<file path="config.mk">
export PLATFORM = sky130hd
export DESIGN_NAME = detector_jogada
export DESIGN_NICKNAME = d
export VERILOG_FILES = /design/src/rtl/detector_jogada.sv
export SDC_FILE = /design/constraint.sdc
export NUM_CORES = 1
export LEC_CHECK = 0
export BUFFER_PORTS_ARGS = -buffer_cell sky130_fd_sc_hd__buf_2
export CORE_ASPECT_RATIO = 0.75
export CORE_MARGIN = 2
export CORE_UTILIZATION = 25
export CTS_CLUSTER_SIZE = 14
export DETAILED_ROUTE_END_ITERATION = 16
export GPL_ROUTABILITY_DRIVEN = 0
export HOLD_SLACK_MARGIN = 0.15
export SYNTH_ARGS = -nofsm -noshare
export SYNTH_HDL_FRONTEND = slang
export SYNTH_SLANG_ARGS = --single-unit
</file>
<file path="constraint.sdc">
create_clock -name clock -period 2.8 [get_ports clock]
set_input_delay 0.14 -clock clock [delete_from_list [all_inputs] [get_ports clock]]
set_output_delay 0.14 -clock clock [all_outputs]
set_load 0.03 [all_outputs]
</file>
<file path="src/rtl/detector_jogada.sv">
`default_nettype none
// ============================================================================
// Module   : detector_jogada
// Brief    : Button debouncer with multi-press rejection, one-cycle play pulse
//            and play timeout counter. Optional macro DETECTOR_SINCRONIZADOR_EN
//            adds a two-flop input synchronizer.
// Revision : 1.0 - initial release
// ============================================================================
module detector_jogada #(
    parameter int NBOTOES         = 4,
    parameter int DEBOUNCE_CICLOS = 50000,
    parameter int TIMEOUT_CICLOS  = 250000
) (
    input  logic               clock,
    input  logic               reset,
    input  logic [NBOTOES-1:0] botoes,
    input  logic               zeraT,
    input  logic               contaT,
    output logic               jogada,
    output logic [NBOTOES-1:0] jogada_valor,
    output logic               timeout,
    output logic [1:0]         db_estado
);

    localparam int c_DEB_W = (DEBOUNCE_CICLOS > 2) ? $clog2(DEBOUNCE_CICLOS) : 1;
    localparam int c_TMR_W = (TIMEOUT_CICLOS > 2) ? $clog2(TIMEOUT_CICLOS) : 1;

    localparam logic [c_DEB_W-1:0] c_DEB_LAST = c_DEB_W'(DEBOUNCE_CICLOS - 2);
    localparam logic [c_DEB_W-1:0] c_DEB_ONE  = c_DEB_W'(1);
    localparam logic [c_TMR_W-1:0] c_TMR_LAST = c_TMR_W'(TIMEOUT_CICLOS - 1);
    localparam logic [c_TMR_W-1:0] c_TMR_ONE  = c_TMR_W'(1);

    typedef enum logic [1:0] {
        OCIOSO        = 2'd0,
        FILTRANDO     = 2'd1,
        VALIDO        = 2'd2,
        ESPERA_SOLTAR = 2'd3
    } estado_t;

    logic [NBOTOES-1:0] w_samp;

`ifdef DETECTOR_SINCRONIZADOR_EN
    logic [NBOTOES-1:0] r_sinc1;
    logic [NBOTOES-1:0] r_sinc2;

    always_ff @(posedge clock or negedge reset) begin
        if (!reset) begin
            r_sinc1 <= '0;
            r_sinc2 <= '0;
        end else begin
            r_sinc1 <= botoes;
            r_sinc2 <= r_sinc1;
        end
    end

    assign w_samp = r_sinc2;
`else
    assign w_samp = botoes;
`endif

    estado_t            r_estado;
    logic [NBOTOES-1:0] r_captura;
    logic [c_DEB_W-1:0] r_cnt_deb;
    logic               r_jogada;
    logic [NBOTOES-1:0] r_jogada_valor;

    // The pulse register is set on the edge entering VALIDO, so it is high
    // for exactly the cycle the FSM spends in VALIDO.
    always_ff @(posedge clock or negedge reset) begin
        if (!reset) begin
            r_estado       <= OCIOSO;
            r_captura      <= '0;
            r_cnt_deb      <= '0;
            r_jogada       <= 1'b0;
            r_jogada_valor <= '0;
        end else begin
            r_jogada <= 1'b0;
            case (r_estado)
                OCIOSO: begin
                    if (w_samp != '0) begin
                        r_captura <= w_samp;
                        r_cnt_deb <= '0;
                        r_estado  <= FILTRANDO;
                    end
                end
                FILTRANDO: begin
                    if (w_samp != r_captura) begin
                        r_cnt_deb <= '0;
                        r_estado  <= OCIOSO;
                    end else if (r_cnt_deb == c_DEB_LAST) begin
                        if ($onehot(r_captura)) begin
                            r_estado       <= VALIDO;
                            r_jogada       <= 1'b1;
                            r_jogada_valor <= r_captura;
                        end else begin
                            // Multi-button press: silently wait for a full release.
                            r_cnt_deb <= '0;
                            r_estado  <= ESPERA_SOLTAR;
                        end
                    end else begin
                        r_cnt_deb <= r_cnt_deb + c_DEB_ONE;
                    end
                end
                VALIDO: begin
                    r_cnt_deb <= '0;
                    r_estado  <= ESPERA_SOLTAR;
                end
                ESPERA_SOLTAR: begin
                    if (w_samp != '0) begin
                        r_cnt_deb <= '0;
                    end else if (r_cnt_deb == c_DEB_LAST) begin
                        r_estado <= OCIOSO;
                    end else begin
                        r_cnt_deb <= r_cnt_deb + c_DEB_ONE;
                    end
                end
                default: begin
                    r_cnt_deb <= '0;
                    r_estado  <= OCIOSO;
                end
            endcase
        end
    end

    logic [c_TMR_W-1:0] r_cnt_tmr;
    logic               r_timeout;

    // Sticky flag: once set the counter freezes until the next clear.
    always_ff @(posedge clock or negedge reset) begin
        if (!reset) begin
            r_cnt_tmr <= '0;
            r_timeout <= 1'b0;
        end else if (zeraT) begin
            r_cnt_tmr <= '0;
            r_timeout <= 1'b0;
        end else if (contaT && !r_timeout) begin
            if (r_cnt_tmr == c_TMR_LAST) begin
                r_timeout <= 1'b1;
            end else begin
                r_cnt_tmr <= r_cnt_tmr + c_TMR_ONE;
            end
        end
    end

    assign jogada       = r_jogada;
    assign jogada_valor = r_jogada_valor;
    assign timeout      = r_timeout;
    assign db_estado    = r_estado;

endmodule
`default_nettype wire
</file>
# After elaboration in Yosys (flattened, before gate mapping)
# Index checks and enable logic that the tools add are counted.
classes:
  add_sub_neg: 5
  eq_ne: 14
  mux: 24
  bitwise_logic: 1
  reduce_logical: 12
op_table:
  columns: ["cell", "n"]
  rows:
  - ["$mux W16", 6]
  - ["$pmux W16 S4", 1]
  - ["$mux W18", 3]
  - ["$add A18 B1 Y18 const B", 1]
  - ["$eq A18 B18 Y1 const B", 1]
  - ["$add A16 B1 Y16 const B", 1]
  - ["$eq A16 B16 Y1 const B", 1]
  - ["$mux W2", 5]
  - ["$mux W1", 8]
  - ["$ne A2 B2 Y1 const B", 4]
  - ["$pmux W2 S4", 1]
  - ["$reduce_and A4 Y1", 2]
  - ["$ne A3 B3 Y1 const B", 2]
  - ["$reduce_and A2 Y1", 3]
  - ["$add A1 B1 Y2", 2]
  - ["$eq A2 B2 Y1 const B", 2]
  - ["$ne A4 B4 Y1", 1]
  - ["$ne A4 B4 Y1 const B", 1]
  - ["$reduce_bool A2 Y1", 2]
  - ["$reduce_bool A4 Y1", 1]
  - ["$add A2 B2 Y3", 1]
  - ["$eq A3 B1 Y1 const B", 1]
  - ["$reduce_and A3 Y1", 1]
  - ["$eq A2 B1 Y1 const B", 1]
  - ["other kinds (4)", 4]
word_totals:
  ff_bits: 46
  in_bits: 8
  elab_cells: 63

# Logic depth before layout (Yosys ltp)
logic_depth:
  word_depth: 7
  depth_mapped: 11

# Worst setup path after synthesis
# No wires, ideal clock.
synth_path:
  kind: "register to register"
  startpoint: "register r_captura[0]"
  endpoint: "register r_jogada_valor[2], in the netlist jogada_valor[2]"
  setup_time_ns: 0.127
  arrival_ns: 2.443
  required_time_ns: 2.673
  setup_slack_ns: 0.230
  path_stages_with_launch: 10
  synth_period_minus_slack_ns: 2.570
  path_cell_list: "dfrtp_1 > inv_1 > fa_1 > inv_1 > ha_1 > ha_1 > nor2_1 > nand2_1 > nor4_4 > mux2_1"
synth_via:
  elab_chain_cells: 4
  elab_cells_between_ends: 6
  classes_between: "add/sub (2); eq/ne (2); bitwise (1); reduce/logical (1)"
synth_rtl:
  columns: ["item", "line", "rtl"]
  rows:
  - ["from (decl)", "62", "logic [NBOTOES-1:0] r_captura;"]
  - ["from (signal assigned)", "81", "r_captura <= w_samp;"]
  - ["$add A1 B1 Y2 (not written as such)", "91", "if ($onehot(r_captura)) begin"]
  - ["$add A2 B2 Y3 (not written as such)", "91", null]
  - ["$eq A3 B1 Y1", "91", null]
  - ["$reduce_and A4 Y1 (no source line) (*)", null, null]
  - ["to (signal assigned)", "94", "r_jogada_valor <= r_captura;"]
  - ["to (decl)", "65", "logic [NBOTOES-1:0] r_jogada_valor;"]
# Mark *: on every way between the ends. The rest lies on a longest branch, timed or not.
# A chain may end at the register's enable or synchronous reset.

# Final worst setup path
# Ends and elaborated chain as after synthesis.

==> reports/metrics.cfg <==
[die]
ios = 16
floorplan.initialDensity = 0.257
die_h_um = 92.9
coreArea_sq_um = 10200
design.die.area_sq_um = 11400
die_w_um = 122
rows = 32

[place]
dpl.cell_count = 417
dp_hpwl_um = 3710
place_area_sq_um = 2850
post-place-ws_ns = 0.126
numPortBuffers = 15

[synth]
syn_inst = 271
synth-seq-cells = 46
synth_area_leaders = dfrtp_1, nand2_1, or3_1
synth_cell_types = 49
async_flop_share = 1.00
yosysSeqAreaShare = 0.437
netlist_area_sq_um = 2630
synth_nets = 285
yosys_most_used_dff = dfrtp_1
synth_edf_count = 0
yosysTopAreaCell = dfrtp_1
syn-mean-instance-area_sq_um = 9.71
synth_top_area_frac = 0.437
ys_warn_count = 0

[timing]
fmax_mhz = 381
fin_skew_ns = 0.00563
max_slew_margin = 0.285
tightestPinTransition_ns = 1.07
hold_slack_ns = 0.198
finalCritPeriodShare = 0.937
setup_viol = 0
hold_violations = 0
slew_violations = 0
setup_ws_ns = 0.176
min_period_ns = 2.62
setup_tns_ns = 0

[drt]
drt-pass1-iter-count = 4
num_vias = 2110
vias_per_cell = 4.88
post_drt_wl_per_cell_um = 12.8
drt_iter0_markers = 95
wl_um = 5510
drc = 0
ant_nets = 0

[layout]
fin_area_sq_um = 3090
final_cells = 432
drive_above_1_share = 0.149
antennaDiodeCount = 0
area_growth_pct = 17.3
fin_nets = 309

[cts]
cts_tree = yes
cts-buffers-inserted = 5
clock-sinks = 46
clk_latency_ns = 0.29
clk_path_buf_depth = 2
clk_pin_slew_ns = 0.07
h-tree-depth = 2
root_buffer = clkbuf_16

[critical_path]
arrival_ns = 2.80
slowest_delay_ns = 0.53
critPathBufInv = 3
crit_family = adder cells
crit_required_ns = 2.98
path_max_fanout = 8
critPathSlowestCell = fa_1
path_cells = inv_1 > fa_1 > inv_1 > ha_1 > ha_1 > nor2_1 > nand2_2 > nor4_4 > buf_6 > mux2_1
worstSetupEndpointType = flip-flop
critPathKind = flip-flop to flip-flop
cp-start-kind = flip-flop

[power]
peakVddDrop_uv = 210
p_leak_nw = 1.20
power.density_nw_per_um2 = 616

[grt]
grt_pass1_wl_um = 9510
grt_usage = 0.106
grt_pass1_vias = 1958
grt_max_degree = 47
antenna_found_initial = 0
grt_overflow_total = 0

[min_path]
hold_class = input port to flip-flop

[run]
cap_violations = 0

[outcome]
outcome = finished, final reports clean

==> layout by cell type (no fill, tap or decap), types with 2 or more instances in the layout <==
cell type      synthesis  final
clkbuf_16              0      5
xor2_1                 9      9
nand4_1                5      5
o21ai_0                4      4
nor4_4                 3      3
or4_1                  6      6
nand2_1               28     27
nand3_1               14     14
mux2_1                 5      5
and2_1                 3      3
buf_4                  0      4
o31ai_1                6      6
xnor2_1                6      6
o21a_1                 2      2
o211ai_1               4      4
buf_2                  3     15
inv_1                 16     16
a21oi_2                5      5
a21oi_1               18     18
o21ai_1               13     13
or3_1                 15     15
a22o_1                 2      2
o2111ai_1              4      4
dlygate4sd3_1          0      5
ha_1                   5      5
nand2b_1               3      3
dfrtp_1               46     46
nor4_1                 4      4
clkinv_2               0      2
nor2_1                16     16
==> sequential cells by signal, indices dropped and copies added (netlist names), named ones only <==
register	count
timeout	1
jogada	1
db_estado	1
r_cnt_tmr	18
r_captura	4
jogada_valor	4
r_cnt_deb	16
==> layer usage <==
metal | vias up | track usage | wire, um
met2 | 33 | 0.153 | 2400
li1 | 1041 | - | -
met4 | 0 | 0.0460 | 102
met3 | 11 | 0.0259 | 191
met1 | 1025 | 0.150 | 2810
met5 | - | 0 | 0
==> synth_stat cells, types with 6 or more instances <==
library cell / instances
or4_1: 6
inv_1: 16
or3_1: 15
nor2_1: 16
xor2_1: 9
xnor2_1: 6
o31ai_1: 6
nand2_1: 28
nand3_1: 14
dfrtp_1: 46
o21ai_1: 13
a21oi_1: 18
==> repair_timing <==
action | in CTS | in global routing
endpoints found under the hold margin | 50 | 0
endpoints found under the setup margin | 0 | 4
resized for setup | 0 | 2
hold buffers | 5 | 0
setup buffers | 0 | 2
==> area by class of cell <==
type                            instances  area [sq um]
Clock buffer                            5           125
Clock inverter                          3          40.0
Fill cell                            1074          7160
Inverter                               16          60.1
Multi-Input combinational cell        201          1380
Sequential cell                        46          1150
Tap cell                              136           170
Timing Repair Buffer                   25           166
==> kinds of logic (layout without fill, tap and decap cells) <==
group           Yosys count  in the layout  synth area share
fa+ha+maj                 6              6            0.0314
xor+xnor                 15             15            0.0499
buf+inv                  24             49            0.0413
simple gates            108            108             0.247
mux                       6              6            0.0252
flops                    46             46             0.437
compound gates           66             66             0.168
==> per-stage QoR <==
step | util | power [mW]
floorplan | - | 1.08
finish | 0.301 | 1.90
CTS | 0.299 | 1.89
global route | 0.301 | 2.04
global placement | 0.278 | 1.18
detailed placement | 0.278 | 1.19
==> worst paths after layout <==
check	startpoint	to	slack, ns	cells after the start
min in group asynchronous	reset	r_cnt_tmr[10]	0.58	2
setup / recovery	r_captura[0]	jogada_valor[2]	0.18	10
max in group asynchronous	reset	r_cnt_deb[4]	1.55	2
hold reg to reg	jogada_valor[0]	jogada_valor[0]	0.49	1
setup reg to reg	r_captura[0]	jogada_valor[2]	0.18	10
hold / removal	botoes[0]	r_captura[0]	0.20	2
==> power breakdown <==
group / internal [mW] / leakage, nW / total [mW] / switching [mW]
clock network: 0.418 / 0.0836 / 0.684 / 0.266
logic: 0.165 / 0.491 / 0.448 / 0.283
registers: 0.708 / 0.631 / 0.770 / 0.0627
total: 1.29 / 1.20 / 1.90 / 0.612
No activity file was read; power rests on OpenSTA's default activity.
